## config.mk

```make
export PLATFORM = sky130hd
export DESIGN_NAME = wt_cache_flat
export DESIGN_NICKNAME = d
export VERILOG_FILES = /design/src/rtl/wt_cache_pkg.sv /design/src/rtl/wt_cache_if.sv /design/src/rtl/wt_cache_array.sv /design/src/rtl/wt_cache.sv /design/src/flat_wrapper.sv
export SDC_FILE = /design/constraint.sdc
export NUM_CORES = 1
export LEC_CHECK = 0
export CORE_ASPECT_RATIO = 1.25
export CORE_MARGIN = 5
export CORE_UTILIZATION = 55
export CTS_BUF_LIST = sky130_fd_sc_hd__clkbuf_4 sky130_fd_sc_hd__clkbuf_8
export DETAILED_ROUTE_END_ITERATION = 16
export GPL_TIMING_DRIVEN = 0
export PLACE_DENSITY = 0.8
export SLEW_MARGIN = 20
export SYNTH_ARGS = -nofsm -noshare
export SYNTH_HDL_FRONTEND = slang
export SYNTH_SLANG_ARGS = --single-unit
```

## constraint.sdc

```tcl
create_clock -name clk -period 5.8 [get_ports clk]
set_clock_uncertainty 0.15 [all_clocks]
set_input_delay 1.74 -clock clk [delete_from_list [all_inputs] [get_ports clk]]
set_output_delay 1.74 -clock clk [all_outputs]
set_load 0.01 [all_outputs]
```

## src/rtl/wt_cache_pkg.sv

```systemverilog
// Shared types, widths and helpers for the direct-mapped write-through cache.
package wt_cache_pkg;

    localparam int ADDR_W    = 16;
    localparam int DATA_W    = 16;
    localparam int BE_W      = 2;
    // Wide enough for the smallest legal cache (2 lines); narrower tags are zero-extended.
    localparam int TAG_MAX_W = ADDR_W - 2;

    typedef enum logic [1:0] {
        IDLE  = 2'd0,
        FILL  = 2'd1,
        WRITE = 2'd2,
        RESP  = 2'd3
    } state_e;

    typedef struct packed {
        logic                 valid;
        logic [TAG_MAX_W-1:0] tag;
        logic [DATA_W-1:0]    data;
    } line_t;

    function automatic logic [TAG_MAX_W-1:0] tag_of(input logic [ADDR_W-1:0] addr,
                                                    input int               idx_w);
        return TAG_MAX_W'(addr >> (idx_w + 1));
    endfunction

    function automatic logic [DATA_W-1:0] merge_bytes(input logic [DATA_W-1:0] old_d,
                                                      input logic [DATA_W-1:0] new_d,
                                                      input logic [BE_W-1:0]   be);
        logic [DATA_W-1:0] r;
        r = old_d;
        for (int b = 0; b < BE_W; b++) begin
            if (be[b]) begin
                r[8*b +: 8] = new_d[8*b +: 8];
            end else begin
                r[8*b +: 8] = old_d[8*b +: 8];
            end
        end
        return r;
    endfunction

endpackage

```

## src/rtl/wt_cache_if.sv

```systemverilog
// CPU-side and memory-side request/response bundle; slave = cache view, master = environment view.
interface wt_cache_if;
    import wt_cache_pkg::*;

    logic              cpu_read;
    logic              cpu_write;
    logic [BE_W-1:0]   cpu_byte_enable;
    logic [ADDR_W-1:0] cpu_address;
    logic [DATA_W-1:0] cpu_wdata;
    logic              cpu_resp;
    logic [DATA_W-1:0] cpu_rdata;
    logic              pmem_read;
    logic              pmem_write;
    logic [BE_W-1:0]   pmem_byte_enable;
    logic [ADDR_W-1:0] pmem_address;
    logic [DATA_W-1:0] pmem_wdata;
    logic              pmem_resp;
    logic [DATA_W-1:0] pmem_rdata;

    modport slave (
        input  cpu_read, cpu_write, cpu_byte_enable, cpu_address, cpu_wdata,
        input  pmem_resp, pmem_rdata,
        output cpu_resp, cpu_rdata,
        output pmem_read, pmem_write, pmem_byte_enable, pmem_address, pmem_wdata
    );

    modport master (
        output cpu_read, cpu_write, cpu_byte_enable, cpu_address, cpu_wdata,
        output pmem_resp, pmem_rdata,
        input  cpu_resp, cpu_rdata,
        input  pmem_read, pmem_write, pmem_byte_enable, pmem_address, pmem_wdata
    );

endinterface

```

## src/rtl/wt_cache_array.sv

```systemverilog
// Valid/tag/data storage with combinational lookup, full-line fill and byte-lane merge.
module wt_cache_array
    import wt_cache_pkg::*;
#(
    parameter  int NUM_LINES = 8,
    localparam int IDX_W     = $clog2(NUM_LINES)
) (
    input  logic                 clk,
    input  logic                 rst_n,
    input  logic [IDX_W-1:0]     idx_i,
    input  logic [TAG_MAX_W-1:0] tag_i,
    input  logic                 fill_i,
    input  logic [DATA_W-1:0]    fill_data_i,
    input  logic                 merge_i,
    input  logic [BE_W-1:0]      be_i,
    input  logic [DATA_W-1:0]    wdata_i,
    output logic                 hit_o,
    output logic [DATA_W-1:0]    rdata_o
);

    logic [NUM_LINES-1:0] valid_q;
    logic [TAG_MAX_W-1:0] tag_q  [NUM_LINES];
    logic [DATA_W-1:0]    data_q [NUM_LINES];
    line_t                line_s;

    // Lookup of the addressed line.
    always_comb begin
        line_s  = '{valid: valid_q[idx_i], tag: tag_q[idx_i], data: data_q[idx_i]};
        hit_o   = line_s.valid && (line_s.tag == tag_i);
        rdata_o = line_s.data;
    end

    // Valid bits are the only state that needs clearing.
    always_ff @(posedge clk or negedge rst_n) begin
        if (!rst_n) begin
            valid_q <= '0;
        end else if (fill_i) begin
            valid_q[idx_i] <= 1'b1;
        end
    end

    // Tag/data update: whole line on fill, selected byte lanes on a write hit.
    always_ff @(posedge clk) begin
        if (fill_i) begin
            tag_q[idx_i]  <= tag_i;
            data_q[idx_i] <= fill_data_i;
        end else if (merge_i) begin
            data_q[idx_i] <= merge_bytes(data_q[idx_i], wdata_i, be_i);
        end
    end

endmodule

```

## src/rtl/wt_cache.sv

```systemverilog
// Direct-mapped write-through, no-write-allocate cache: FSM and port muxing around the line array.
module wt_cache
    import wt_cache_pkg::*;
#(
    parameter int NUM_LINES = 8
) (
    input  logic      clk,
    input  logic      rst_n,
    wt_cache_if.slave bus
);

    localparam int IDX_W = $clog2(NUM_LINES);

    state_e            state_q;
    logic              cpu_resp_q;
    logic [DATA_W-1:0] cpu_rdata_q;
    logic              pmem_read_q;
    logic              pmem_write_q;
    logic [BE_W-1:0]   pmem_be_q;
    logic [ADDR_W-1:0] pmem_addr_q;
    logic [DATA_W-1:0] pmem_wdata_q;

    logic [IDX_W-1:0]     idx_s;
    logic [TAG_MAX_W-1:0] tag_s;
    logic                 hit_s;
    logic [DATA_W-1:0]    line_data_s;
    logic                 fill_s;
    logic                 merge_s;

    // Address split and array write strobes on memory completion.
    always_comb begin
        idx_s   = bus.cpu_address[IDX_W:1];
        tag_s   = tag_of(bus.cpu_address, IDX_W);
        fill_s  = 1'b0;
        merge_s = 1'b0;
        if (bus.pmem_resp) begin
            fill_s  = (state_q == FILL);
            merge_s = (state_q == WRITE) && hit_s;
        end else begin
            fill_s  = 1'b0;
            merge_s = 1'b0;
        end
    end

    wt_cache_array #(.NUM_LINES(NUM_LINES)) u_array (
        .clk         (clk),
        .rst_n       (rst_n),
        .idx_i       (idx_s),
        .tag_i       (tag_s),
        .fill_i      (fill_s),
        .fill_data_i (bus.pmem_rdata),
        .merge_i     (merge_s),
        .be_i        (bus.cpu_byte_enable),
        .wdata_i     (bus.cpu_wdata),
        .hit_o       (hit_s),
        .rdata_o     (line_data_s)
    );

    // Control FSM; every port output is a register updated here.
    always_ff @(posedge clk or negedge rst_n) begin
        if (!rst_n) begin
            state_q      <= IDLE;
            cpu_resp_q   <= 1'b0;
            cpu_rdata_q  <= '0;
            pmem_read_q  <= 1'b0;
            pmem_write_q <= 1'b0;
            pmem_be_q    <= 2'b00;
            pmem_addr_q  <= '0;
            pmem_wdata_q <= '0;
        end else begin
            case (state_q)
                IDLE: begin
                    if (bus.cpu_write) begin
                        state_q      <= WRITE;
                        pmem_write_q <= 1'b1;
                        pmem_addr_q  <= bus.cpu_address;
                        pmem_wdata_q <= bus.cpu_wdata;
                        pmem_be_q    <= bus.cpu_byte_enable;
                    end else if (bus.cpu_read && hit_s) begin
                        state_q     <= RESP;
                        cpu_rdata_q <= line_data_s;
                        cpu_resp_q  <= 1'b1;
                    end else if (bus.cpu_read) begin
                        state_q     <= FILL;
                        pmem_read_q <= 1'b1;
                        pmem_addr_q <= {bus.cpu_address[ADDR_W-1:1], 1'b0};
                        pmem_be_q   <= 2'b11;
                    end
                end
                FILL: begin
                    if (bus.pmem_resp) begin
                        state_q     <= RESP;
                        pmem_read_q <= 1'b0;
                        cpu_rdata_q <= bus.pmem_rdata;
                        cpu_resp_q  <= 1'b1;
                    end
                end
                WRITE: begin
                    if (bus.pmem_resp) begin
                        state_q      <= RESP;
                        pmem_write_q <= 1'b0;
                        cpu_resp_q   <= 1'b1;
                    end
                end
                RESP: begin
                    // The CPU still holds its request this cycle; returning to IDLE skips it.
                    state_q    <= IDLE;
                    cpu_resp_q <= 1'b0;
                end
                default: begin
                    state_q      <= IDLE;
                    cpu_resp_q   <= 1'b0;
                    pmem_read_q  <= 1'b0;
                    pmem_write_q <= 1'b0;
                end
            endcase
        end
    end

    assign bus.cpu_resp         = cpu_resp_q;
    assign bus.cpu_rdata        = cpu_rdata_q;
    assign bus.pmem_read        = pmem_read_q;
    assign bus.pmem_write       = pmem_write_q;
    assign bus.pmem_byte_enable = pmem_be_q;
    assign bus.pmem_address     = pmem_addr_q;
    assign bus.pmem_wdata       = pmem_wdata_q;

endmodule
```

## src/flat_wrapper.sv

```systemverilog
// flat-port wrapper written by rule: the top's interface ports become plain ports
module wt_cache_flat import wt_cache_pkg::*;
#(
    parameter int NUM_LINES = 8
)
  (clk, rst_n, bus_cpu_read, bus_cpu_write, bus_cpu_byte_enable, bus_cpu_address, bus_cpu_wdata, bus_pmem_resp, bus_pmem_rdata, bus_cpu_resp, bus_cpu_rdata, bus_pmem_read, bus_pmem_write, bus_pmem_byte_enable, bus_pmem_address, bus_pmem_wdata);
  wt_cache_if bus_i ();
  input  logic clk;
  input  logic rst_n;
  input wire logic [$bits(bus_i.cpu_read)-1:0] bus_cpu_read;
  input wire logic [$bits(bus_i.cpu_write)-1:0] bus_cpu_write;
  input wire logic [$bits(bus_i.cpu_byte_enable)-1:0] bus_cpu_byte_enable;
  input wire logic [$bits(bus_i.cpu_address)-1:0] bus_cpu_address;
  input wire logic [$bits(bus_i.cpu_wdata)-1:0] bus_cpu_wdata;
  input wire logic [$bits(bus_i.pmem_resp)-1:0] bus_pmem_resp;
  input wire logic [$bits(bus_i.pmem_rdata)-1:0] bus_pmem_rdata;
  output wire logic [$bits(bus_i.cpu_resp)-1:0] bus_cpu_resp;
  output wire logic [$bits(bus_i.cpu_rdata)-1:0] bus_cpu_rdata;
  output wire logic [$bits(bus_i.pmem_read)-1:0] bus_pmem_read;
  output wire logic [$bits(bus_i.pmem_write)-1:0] bus_pmem_write;
  output wire logic [$bits(bus_i.pmem_byte_enable)-1:0] bus_pmem_byte_enable;
  output wire logic [$bits(bus_i.pmem_address)-1:0] bus_pmem_address;
  output wire logic [$bits(bus_i.pmem_wdata)-1:0] bus_pmem_wdata;
  assign bus_i.cpu_read = bus_cpu_read;
  assign bus_i.cpu_write = bus_cpu_write;
  assign bus_i.cpu_byte_enable = bus_cpu_byte_enable;
  assign bus_i.cpu_address = bus_cpu_address;
  assign bus_i.cpu_wdata = bus_cpu_wdata;
  assign bus_i.pmem_resp = bus_pmem_resp;
  assign bus_i.pmem_rdata = bus_pmem_rdata;
  assign bus_cpu_resp = bus_i.cpu_resp;
  assign bus_cpu_rdata = bus_i.cpu_rdata;
  assign bus_pmem_read = bus_i.pmem_read;
  assign bus_pmem_write = bus_i.pmem_write;
  assign bus_pmem_byte_enable = bus_i.pmem_byte_enable;
  assign bus_pmem_address = bus_i.pmem_address;
  assign bus_pmem_wdata = bus_i.pmem_wdata;
  wt_cache #(.NUM_LINES(NUM_LINES)) u_core (.clk(clk), .rst_n(rst_n), .bus(bus_i));
endmodule
```

Word level (Yosys, flattened, before mapping)
Memory sizes are Yosys's and may differ from the RTL's. Cells that the tools add are included.

Order comparisons: 2. Equal/unequal tests: 14. Muxes and demuxes: 44. Bitwise logic cells: 2. Reduce and logical (&&, ||, !) cells: 16.

Operator list (number): 16-bit two-way mux (7); 8-bit two-way mux (6); 16-bit case mux with 2 select lines (1); 1-bit two-way mux (17); 14-bit by 12-bit == test with 1-bit output (1); 2-bit two-way mux (7); 2-bit != test, second input constant (7); 3-bit AND reduction (3); 8-bit OR (1); 2-bit case mux with 3 select lines (1); 2-bit nonzero test (3); 5-bit AND reduction (1); 2-bit == test, second input constant (2); 1-bit logical AND (4); 3-bit by 4-bit less-than comparator with 1-bit output, second input constant (1); 2-bit by 1-bit != test with 1-bit output, second input constant (2); 4-bit by 3-bit != test with 1-bit output, second input constant (1); 1-bit case mux with 2 select lines (2); 2-bit AND reduction (2); 4-bit AND reduction (1); 1-bit binary-select mux with 3-bit select (1); 1-bit demux with 3-bit select (1); 3-bit by 1-bit greater-or-equal comparator with 1-bit output, second input constant (1); 1-bit case mux with 3 select lines (1); other kinds (4) (4).

Flip-flop bits (word level): 63. RAM bits: 224. Bits of input ports: 55. Logic and storage cells: 89. Memories kept: 2.

Memories: u_core.u_array.data_q (words 8, width 16, rd ports 1, clocked after Yosys merged registers in 0, write ports 1, line wt_cache_array.sv:23) `logic [DATA_W-1:0] data_q [NUM_LINES];`; u_core.u_array.tag_q (words 8, width 12, rd ports 1, clocked after Yosys merged registers in 0, write ports 1, line wt_cache_array.sv:22) `logic [TAG_MAX_W-1:0] tag_q [NUM_LINES];`.

Longest topological paths before layout
Gate-level depths: netlist of run 1.

Word-level depth: 9. Depth in mapped cells: 12. Gate-level depth less buffers: 7.

Modules after synthesis
From an unflattened synthesis of run 1, not the netlist that was laid out.

Cell total of the unflattened synthesis: 728. Area total of the unflattened synthesis: 12570.8 um2.

By module, submodules not included: wt_cache_array (times used 1, cells an instance 560, area each 10060.9 um2); wt_cache (times used 1, cells an instance 168, area each 2509.9 um2).

Worst setup path before layout of run 1
Ideal clock, no wire load.

Path type: input-to-reg. Start point: input port bus_cpu_address[2]. End point: memory u_core.u_array.data_q[2][0], enable pin. Setup time: 414 ps. Arrival time: 4956 ps. Required time: 5236 ps. Path slack: 280 ps. Stages: 9. Path buffers: 2. Path through: buf_2 -> mux2_2 -> a32oi_1 -> o211ai_1 -> xnor2_1 -> nor4b_1 -> nand4bb_1 -> clkbuf_1 -> a211oi_1.

Cells in the longest elaborated chain, start to end: 9.

Ends and longest elaborated chain: start: declaration (line flat_wrapper.sv:13) `input wire logic [$bits(bus_i.cpu_address)-1:0] bus_cpu_address;`; memory 8 x 12 bit or 1-bit binary-select mux with 3-bit select (tied branches); 14-bit by 12-bit == test with 1-bit output or 1-bit two-way mux (tied branches) (line wt_cache_array.sv:29, wt_cache_array.sv:28); 1-bit logical AND (line wt_cache_array.sv:29) `hit_o = line_s.valid && (line_s.tag == tag_i);`; 1-bit logical AND (line wt_cache.sv:38) `merge_s = (state_q == WRITE) && hit_s;`; 1-bit two-way mux (line wt_cache.sv:36) `if (bus.pmem_resp) begin`; 1-bit two-way mux (line wt_cache_array.sv:47) `end else if (merge_i) begin`; 1-bit two-way mux (line wt_cache_array.sv:44) `if (fill_i) begin`; 1-bit two-way mux (not written as such) (line wt_cache_array.sv:48) `data_q[idx_i] <= merge_bytes(data_q[idx_i], wdata_i, be_i);`; 1-bit OR (no line); end: declaration (line wt_cache_array.sv:23).

Several ways; a longest one is shown, not always the timed one. The select of a mux whose other input is x is not followed.

Worst setup path after layout of run 1
Start point: input port bus_cpu_address[2]. End point: memory u_core.u_array.data_q[1][6], enable pin.

The elaborated chain is that of the path after synthesis.

==> flow_metrics.py, run 1 <==
metrics = {
    "worst_setup_path": {
        "regToRegStartpoint": "u_core.u_array.tag_q[5][0]",
        "required_ns": 5.92,
        "slowest_stage": "a21boi_4",
        "reg2regPathDepth": 9,
        "path_class": "primary input to register",
        "r2r-end": "u_core.u_array.data_q[1][6]",
        "critPathCapture": "u_core.u_array.data_q[1][6]",
        "end_kind": "register",
        "cp-start-kind": "primary input",
        "arrival_ns": 5.85,
        "path_buf_inv": 7,
        "worstSetupPathDepth": 13,
        "critPathMaxStageDelay_ns": 0.59,
        "crit_family": "buffers and inverters",
        "critPathMaxFanout": 10,
        "setup.worst_path.start": "bus_cpu_address[2]",
        "crit_chain": "clkdlybuf4s50_1 -> buf_2 -> buf_2 -> buf_2 -> buf_2 -> mux2i_1 -> xor2_1 -> nand4_1 -> nor2_1 -> nand4bb_1 -> clkbuf_1 -> a21boi_4 -> buf_8",
        "crit_top_cell": "buf_2",
        "r2r_slack_ns": 1.83,
    },
    "clock_tree": {
        "cts_root_buf": "clkbuf_8",
        "cts-hold-fix-buffers": 0,
        "clk-insertion-delay-late_ns": 0.56,
        "cts_buffers": 45,
        "htree_levels": 2,
        "cts.sinks": 287,
        "cts_tree": "done",
        "clkSlewWorstSetupHoldPaths_ns": 0.06,
        "cts_buffer_depth": 3,
    },
    "timing": {
        "period_share_pct": 98.8,
        "tightestPinTransition_ns": 1.26,
        "relSlewSlack_pct": 16.0,
        "final.setup.tns_ns": 0,
        "maxSlewViolCount": 0,
        "hold_viol_final": 0,
        "max_freq_mhz": 175,
        "postLayoutSetupSlackWorst_ns": 0.0709,
        "finalSetupViolCount": 0,
        "holdWs_ns": 0.318,
        "fin_crit_ns": 5.73,
    },
    "yosys": {
        "syn_inst": 766,
        "synth-edff-count": 224,
        "synthAdderAreaFrac_pct": 0.416,
        "yosysSeqAreaShare_pct": 69.0,
        "yosysUniqueCellTypes": 56,
        "async_flop_share_pct": 22.0,
        "syn_area_per_cell_um2": 15.7,
        "synth-simple-area-share_pct": 5.60,
        "synth_nets": 825,
        "yosysMostFrequentCell": "edfxtp_1",
        "synthTopCellsByCount": "224 x edfxtp_1, 63 x dfrtp_1, 61 x mux2_2",
        "yosys-top-cells-area": "edfxtp_1 56%, dfrtp_1 13%, mux2_2 5.7%",
        "synth_top_area_cell": "edfxtp_1",
        "ys.flop_type": "edfxtp_1",
        "synth_top_area_share_pct": 55.9,
        "ys_warn_count": 0,
        "ys_ff_latch": 287,
        "synth_xor_area_share_pct": 0.510,
        "synth_top_family_by_area": "multiplexers",
        "yosys-mux-area-fraction_pct": 14.5,
        "synthesis.area_mm2": 0.0120,
        "synth-compound-area-share_pct": 7.84,
    },
    "placed_design": {
        "dp.cells": 1160,
        "dpl.hpwl_um": 20300,
        "gpl.final_weighted_congestion": 0.805,
        "place_ws_ns": -0.936,
        "io_buffers": 105,
    },
    "floorplanning": {
        "start_util_pct": 55.8,
        "die_area_mm2": 0.0249,
        "die_h_um": 175,
        "core_region_area_mm2": 0.0215,
        "die_w_um": 142,
        "fp-row-count": 60,
        "io_pins": 108,
    },
    "detailed_routing": {
        "vias": 7628,
        "via_per_inst": 6.08,
        "initialDrtViolationCount": 753,
        "drcViolationCount": 0,
        "dr.pass1.iters": 6,
        "ant_nets": 0,
        "avgRoutedWirePerCell_um": 24.6,
        "routed_wl_um": 30900,
    },
    "grt": {
        "antenna_found_initial": 0,
        "grt_max_degree": 47,
        "overflow": 0,
        "grt_first_pass_wirelength_um": 45000,
        "first_global_vias": 7993,
        "grtUsageTotal_pct": 23.8,
    },
    "flow_run": {
        "max-cap-violations": 0,
    },
    "power": {
        "peakVddDrop_v": 0.000279,
        "power_leakage_nw": 5.27,
        "powerDensity_mw_per_mm2": 388,
    },
    "worst_hold_path": {
        "hp-class": "register to register",
    },
    "cells_and_area": {
        "multiInputGateArea_mm2": 0.00361,
        "fin_cells": 1255,
        "fillCellCount": 1438,
        "fin_nets": 1000,
        "final-seq-area_mm2": 0.00830,
        "drive_above_1_share_pct": 23.9,
        "syn_to_final_growth_pct": 22.6,
        "antenna_cells": 0,
    },
    "run_status": {
        "outcome": "completed",
    },
}
## worst min path at each step
stage	startpoint	cells past startpoint	end	slack [ns]
2_1_floorplan	u_core.u_array.valid_q[1]	1	u_core.u_array.valid_q[1]	0.29
3_3_place_gp	u_core.u_array.valid_q[5]	1	u_core.u_array.valid_q[5]	0.30
3_5_place_dp	u_core.u_array.valid_q[3]	1	u_core.u_array.valid_q[3]	0.30
4_1_cts	u_core.u_array.valid_q[0]	1	u_core.u_array.valid_q[0]	0.32
5_1_grt	u_core.u_array.valid_q[5]	1	u_core.u_array.valid_q[5]	0.33
6_report	u_core.u_array.valid_q[1]	1	u_core.u_array.valid_q[1]	0.32
## report_power, final
part | switching (W) | internal [W]
Sequential | 0.000132 | 0.00249
Clock | 0.000777 | 0.000916
Combinational | 0.000661 | 0.000740
Total | 0.00157 | 0.00414
## worst register-to-register path, delay by kind of cell (launching register included)
kind / cells / cell delay (ns)
AO/OA/AOI/OAI: 3 / 0.92
AND/OR/NAND/NOR: 2 / 0.76
buffers and inverters: 2 / 0.73
XOR/XNOR: 1 / 0.45
flip-flops: 1 / 0.38
multiplexers: 1 / 0.28
## per-stage QoR
stage,utilization (%),instance area (um2),power (W)
after floorplan,-,12000,0.00336
after global routing,68.4,14700,0.00594
after detailed placement,63.4,13700,0.00405
final,68.4,14700,0.00571
after CTS,67.7,14600,0.00572
after global placement,62.3,13400,0.00399
## kinds of logic after synthesis
family | after synthesis
AO/OA/AOI/OAI | 141
XOR/XNOR | 7
adder cells (fa/ha/maj) | 4
buffers and inverters | 48
flip-flops | 287
multiplexers | 140
AND/OR/NAND/NOR | 139
## registers in the layout, indices dropped and copies added, names as in the netlist
name                         flops
u_core.bus.pmem_address         16
u_core.bus.pmem_wdata           16
u_core.u_array.valid_q           8
u_core.bus.cpu_resp              1
u_core.u_array.tag_q            96
u_core.bus.pmem_byte_enable      2
u_core.bus.pmem_write            1
u_core.bus.pmem_read             1
u_core.u_array.data_q          128
u_core.state_q                   2
u_core.bus.cpu_rdata            16
## layout by cell type (no fill, tap or decap), drive strengths merged, types with 2 or more instances in the layout
cell           instances
or3                    2
nor3                   6
mux2i                 44
and2                   4
mux2                  79
ha                     4
xnor2                  2
inv                    7
a21oi                 30
a211oi                 7
mux4                  17
dfrtp                 63
buf                   46
clkinv                13
nand2                 54
o22ai                  4
clkbuf                86
o21ai                 43
a221oi                 7
o211ai                 2
and3                   7
a22o                   9
nor2b                  6
nand3                  7
o22a                   2
clkdlybuf4s50        104
a22oi                 24
nor2                  30
or2                    8
o221a                  2
a31oi                  2
nand4                  2
nand2b                 4
a21boi                 2
nand3b                 4
edfxtp               224
xor2                   5
## area by class of cell
class / count / area share (%)
Clock inverter: 17 / 0.747
Sequential cell: 287 / 56.3
Buffer: 43 / 1.62
Clock buffer: 65 / 5.30
Inverter: 5 / 0.127
Multi-Input combinational cell: 431 / 24.5
Timing Repair Buffer: 128 / 8.99
Tap cell: 279 / 2.37
## layer usage
metal | up-vias | track usage (%) | wire length [um]
li1 | 3317 | - | -
met1 | 3866 | 28.3 | 11000
met2 | 368 | 42.1 | 16500
met3 | 77 | 4.17 | 2090
met4 | 0 | 10.9 | 1260
met5 | - | 0 | 0
## what timing repair did
item	in CTS	in global routing
setup buffers	0	13
pin swaps	0	7
resized for setup	6	4
setup endpoints to repair	167	227
(Power assumes the default switching activity.)
==> run 2: changes to the inputs <==
- ABC_CLOCK_PERIOD_IN_PS: default -> 5800
- CTS_BUF_LIST: sky130_fd_sc_hd__clkbuf_4 sky130_fd_sc_hd__clkbuf_8 -> sky130_fd_sc_hd__clkbuf_4
==> flow_metrics.py, run 2 (synthesized netlist as in run 1, its figures left out) <==
metrics = {
    "detailed_routing": {
        "ant_nets": 0,
        "routed_wl_um": 29900,
        "dr.pass1.iters": 5,
        "initialDrtViolationCount": 614,
        "avgRoutedWirePerCell_um": 23.2,
        "drcViolationCount": 0,
        "via_per_inst": 5.95,
        "vias": 7673,
    },
    "grt": {
        "grt_first_pass_wirelength_um": 45500,
        "first_global_vias": 8228,
        "grt_max_degree": 47,
        "overflow": 0,
        "antenna_found_initial": 0,
        "grtUsageTotal_pct": 24.1,
    },
    "timing": {
        "maxSlewViolCount": 0,
        "relSlewSlack_pct": 22.4,
        "fin_crit_ns": 5.62,
        "tightestPinTransition_ns": 1.16,
        "hold_viol_final": 0,
        "period_share_pct": 96.9,
        "max_freq_mhz": 178,
        "finalSetupViolCount": 0,
        "grt_setup_unrepaired": "yes",
        "final.setup.tns_ns": 0,
        "postLayoutSetupSlackWorst_ns": 0.180,
    },
    "worst_setup_path": {
        "slowest_stage": "a21oi_4",
        "worstSetupPathDepth": 10,
        "end_kind": "register",
        "path_buf_inv": 3,
        "critPathMaxStageDelay_ns": 0.74,
        "critPathMaxFanout": 16,
        "cp-start-kind": "primary input",
        "crit_top_cell": "clkbuf_1",
        "arrival_ns": 5.75,
        "required_ns": 5.93,
        "crit_family": "buffers and inverters",
        "crit_chain": "clkdlybuf4s50_1 -> and2b_1 -> clkbuf_1 -> a32oi_1 -> o211ai_1 -> xnor2_1 -> nor4b_2 -> nand4bb_1 -> clkbuf_1 -> a21oi_4",
        "reg2regPathDepth": 8,
        "path_class": "primary input to register",
    },
    "cells_and_area": {
        "antenna_cells": 0,
        "fin_nets": 1020,
        "largest_register_ffs": 128,
        "mostFrequentLayoutCells": "224 x edfxtp_1, 109 x clkbuf_4, 104 x clkdlybuf4s50_1, 63 x dfrtp_1, 61 x mux2_2",
        "mostFrequentLayoutCell": "edfxtp_1",
        "design_area_mm2": 0.0146,
        "fin_cells": 1290,
        "final_util_pct": 67.8,
        "largest_register": "u_core.u_array.data_q",
        "top_regs": "u_core.u_array.data_q x128, u_core.u_array.tag_q x96",
        "syn_to_final_growth_pct": 21.5,
        "drive_above_1_share_pct": 25.8,
    },
    "floorplanning": {
        "die_h_um": 175,
        "io_pins": 108,
        "core_region_area_mm2": 0.0215,
        "start_util_pct": 55.8,
        "die_area_mm2": 0.0249,
        "die_w_um": 142,
        "fp-row-count": 60,
    },
    "clock_tree": {
        "htree_levels": 3,
        "cts_tree": "done",
        "cts_buffers": 73,
        "cts.sinks": 287,
        "cts-hold-fix-buffers": 0,
        "clk-insertion-delay-late_ns": 0.68,
        "clkSlewWorstSetupHoldPaths_ns": 0.06,
        "cts_root_buf": "clkbuf_4",
        "cts_buffer_depth": 3,
    },
    "run_status": {
        "outcome": "completed",
    },
    "placed_design": {
        "placed_area_mm2": 0.0137,
        "dpl.hpwl_um": 20300,
        "place_ws_ns": -0.936,
        "io_buffers": 105,
        "dp.cells": 1160,
        "gpl.final_weighted_congestion": 0.805,
    },
    "power": {
        "powerDensity_mw_per_mm2": 386,
        "power_leakage_nw": 5.27,
        "peakVddDrop_v": 0.000263,
    },
    "worst_hold_path": {
        "holdPathStages": 1,
        "hp-class": "register to register",
    },
    "flow_run": {
        "max-cap-violations": 0,
    },
}
run 2: cell count changes in the layout (fill, tap and decap cells not counted), moves of 2 or more:
cell / change
clkinv_1: +5
buf_12: -4
inv_2: +2
clkinv_2: -4
clkbuf_8: -47
buf_4: -4
clkbuf_4: +91
inv_6: -2
run 2: final timing paths:
path	slack, ns	from	to
setup / recovery	0.18	bus_cpu_address[1]	u_core.u_array.data_q[7][0]
hold / removal	0.32	u_core.u_array.valid_q[1]	u_core.u_array.valid_q[1]
setup reg to reg	1.87	u_core.u_array.tag_q[7][0]	u_core.u_array.data_q[7][0]
hold reg to reg	0.32	u_core.u_array.valid_q[1]	u_core.u_array.valid_q[1]
max in group asynchronous	4.13	rst_n	u_core.bus.pmem_address[8]
min in group asynchronous	0.80	rst_n	u_core.bus.cpu_rdata[7]
run 2: metal layers:
| metal | part of all wire [%] | vias up | track usage [%] |
|---|---|---|---|
| li1 | - | 3395 | - |
| met1 | 36 | 3842 | 28.0 |
| met2 | 53 | 366 | 42.4 |
| met3 | 6.7 | 70 | 4.44 |
| met4 | 4.2 | 0 | 12.1 |
| met5 | 0 | - | 0 |
run 2: what timing repair did:
item | CTS | global route
setup endpoints to repair | 148 | 123
setup buffers | 0 | 5
pin swaps | 0 | 3
resized for setup | 5 | 3
run 2: metrics by stage:
stage          hold slack (ns)  total power, W
4_1_cts                  0.319         0.00567
3_5_place_dp             0.302         0.00405
6_report                 0.318         0.00564
2_1_floorplan            0.289         0.00336
5_1_grt                  0.328         0.00590
3_3_place_gp             0.302         0.00399
run 2: where the power goes:
part / switching, W / internal, W / total (W)
combinational: 0.000655 / 0.000734 / 0.00139
clock: 0.000782 / 0.000855 / 0.00164
sequential: 0.000131 / 0.00249 / 0.00262
run 2: cell type report:
| type | count | area, um2 |
|---|---|---|
| Buffer | 43 | 238 |
| Clock buffer | 109 | 818 |
| Inverter | 5 | 18.8 |
| Fill cell | 1467 | 6930 |
| Multi-Input combinational cell | 431 | 3610 |
| Clock inverter | 16 | 61.3 |
| Tap cell | 279 | 349 |
| Timing Repair Buffer | 120 | 1210 |
| Sequential cell | 287 | 8300 |
==> run 3: changes to the inputs <==
- REMOVE_ABC_BUFFERS: default -> 1
- SKIP_CTS_REPAIR_TIMING: default -> 1
==> flow_metrics.py, run 3 (synthesized netlist as in run 1, its figures left out) <==
metrics = {
    "run_status": {
        "outcome": "completed",
    },
    "clock_tree": {
        "cts_buffers": 71,
        "htree_levels": 3,
        "cts.sinks": 287,
        "cts_tree": "done",
        "cts_root_buf": "clkbuf_4",
        "clk-insertion-delay-late_ns": 0.66,
        "cts_buffer_depth": 3,
        "clkSlewWorstSetupHoldPaths_ns": 0.07,
    },
    "grt": {
        "grtUsageTotal_pct": 21.4,
        "overflow": 0,
        "grt_max_degree": 57,
        "antenna_found_initial": 2,
        "first_global_vias": 7786,
        "grt_first_pass_wirelength_um": 41400,
    },
    "floorplanning": {
        "core_region_area_mm2": 0.0215,
        "die_w_um": 142,
        "start_util_pct": 55.8,
        "fp-row-count": 60,
        "die_area_mm2": 0.0249,
        "io_pins": 108,
        "die_h_um": 175,
    },
    "worst_setup_path": {
        "required_ns": 5.92,
        "arrival_ns": 5.73,
        "path_class": "primary input to register",
        "crit_chain": "buf_4 -> buf_16 -> and2b_1 -> a32oi_1 -> o211ai_1 -> xnor2_1 -> nor4b_2 -> nand4bb_2 -> a21oi_4",
        "critPathMaxFanout": 44,
        "slowest_stage": "a21oi_4",
        "end_kind": "register",
        "critPathMaxStageDelay_ns": 0.83,
        "cp-start-kind": "primary input",
    },
    "cells_and_area": {
        "mostFrequentLayoutCells": "224 x edfxtp_1, 103 x clkdlybuf4s50_1, 102 x clkbuf_4, 63 x dfrtp_1, 61 x mux2_2",
        "fillCellCount": 1418,
        "top_regs": "u_core.u_array.data_q x128, u_core.u_array.tag_q x96",
        "mostFrequentLayoutCell": "edfxtp_1",
        "syn_to_final_growth_pct": 20.5,
        "design_area_mm2": 0.0145,
        "drive_above_1_share_pct": 25.1,
        "largest_register": "u_core.u_array.data_q",
        "fin_nets": 976,
        "largest_register_ffs": 128,
    },
    "power": {
        "peakVddDrop_v": 0.000258,
        "powerDensity_mw_per_mm2": 390,
        "power_leakage_nw": 5.20,
        "power.total_w": 0.00565,
    },
    "detailed_routing": {
        "initialDrtViolationCount": 493,
        "ant_nets": 0,
        "via_per_inst": 5.80,
        "routed_wl_um": 26300,
        "drcViolationCount": 0,
        "vias": 7280,
        "dr.pass1.iters": 5,
        "avgRoutedWirePerCell_um": 20.9,
    },
    "timing": {
        "hold_viol_final": 0,
        "fin_crit_ns": 5.61,
        "max_freq_mhz": 178,
        "relSlewSlack_pct": 31.0,
        "tightestPinTransition_ns": 1.03,
        "grt_setup_unrepaired": "no",
        "maxSlewViolCount": 0,
        "final.setup.tns_ns": 0,
        "postLayoutSetupSlackWorst_ns": 0.187,
        "finalSetupViolCount": 0,
        "period_share_pct": 96.8,
        "holdWs_ns": 0.321,
    },
    "placed_design": {
        "io_buffers": 107,
        "placed_area_mm2": 0.0135,
        "gpl.final_weighted_congestion": 0.772,
        "place_ws_ns": -1.28,
        "dpl.hpwl_um": 16700,
    },
    "flow_run": {
        "max-cap-violations": 0,
    },
    "worst_hold_path": {
        "hp-class": "register to register",
    },
}
## run 3: changes by cell type in the layout (fill, tap and decap cells not counted), moves of 2 or more
cell and delta:
nor2_4 -3, bufinv_16 +3, clkinv_1 +9, nor2_2 +3, buf_1 -6, buf_2 -8, buf_6 -4, buf_4 -3
clkbuf_1 -19, buf_16 +2, clkbuf_4 -7, buf_8 -2, diode_2 +2
## run 3: final cells by class
class / instances / area (um2) / area share [%]
Antenna cell: 2 / 5.00 / 0.0345
Inverter: 5 / 18.8 / 0.130
Multi-Input combinational cell: 431 / 3600 / 24.8
Tap cell: 279 / 349 / 2.41
Timing Repair Buffer: 121 / 1260 / 8.70
Clock inverter: 28 / 188 / 1.30
Sequential cell: 287 / 8300 / 57.3
Clock buffer: 102 / 766 / 5.28
## run 3: worst max-delay path, delay by kind of cell
family | cells | cell delay (ns)
simple gates | 3 | 1.65
xor+xnor | 1 | 0.39
compound gates | 3 | 1.29
buf+inv | 2 | 0.60
## run 3: path summary, 6_finish.rpt
| check | from | to | slack, ns | cells after the start |
|---|---|---|---|---|
| max | bus_cpu_address[1] | u_core.u_array.data_q[7][6] | 0.19 | 9 |
| min | u_core.u_array.valid_q[4] | u_core.u_array.valid_q[4] | 0.32 | 1 |
| max reg2reg | u_core.u_array.tag_q[5][6] | u_core.u_array.data_q[5][14] | 1.76 | 7 |
| min reg2reg | u_core.u_array.valid_q[4] | u_core.u_array.valid_q[4] | 0.32 | 1 |
| max in group asynchronous | rst_n | u_core.bus.pmem_address[4] | 4.08 | 2 |
| min in group asynchronous | rst_n | u_core.bus.pmem_wdata[6] | 0.87 | 1 |
## run 3: per-layer routing
metal | GRT usage, % | share of wire (%) | up-vias | wire length, um
met5 | 0 | 0 | - | 0
met4 | 7.48 | 2.0 | 0 | 513
li1 | - | - | 3308 | -
met3 | 5.34 | 6.6 | 47 | 1740
met2 | 36.6 | 52 | 288 | 13600
met1 | 26.3 | 40 | 3637 | 10400
## run 3: metrics by stage
stage / std cells / util [%]
global placement: 1109 / 61.3
floorplan: 723 / -
CTS: 1250 / 67.0
finish: 1255 / 67.3
global route: 1255 / 67.3
detailed placement: 1120 / 62.6
## run 3: power breakdown
part | total [W] | internal (W) | switching (W)
Clock | 0.00173 | 0.000948 | 0.000778
Combinational | 0.00132 | 0.000721 | 0.000600
Sequential | 0.00261 | 0.00249 | 0.000121
Total | 0.00565 | 0.00416 | 0.00150
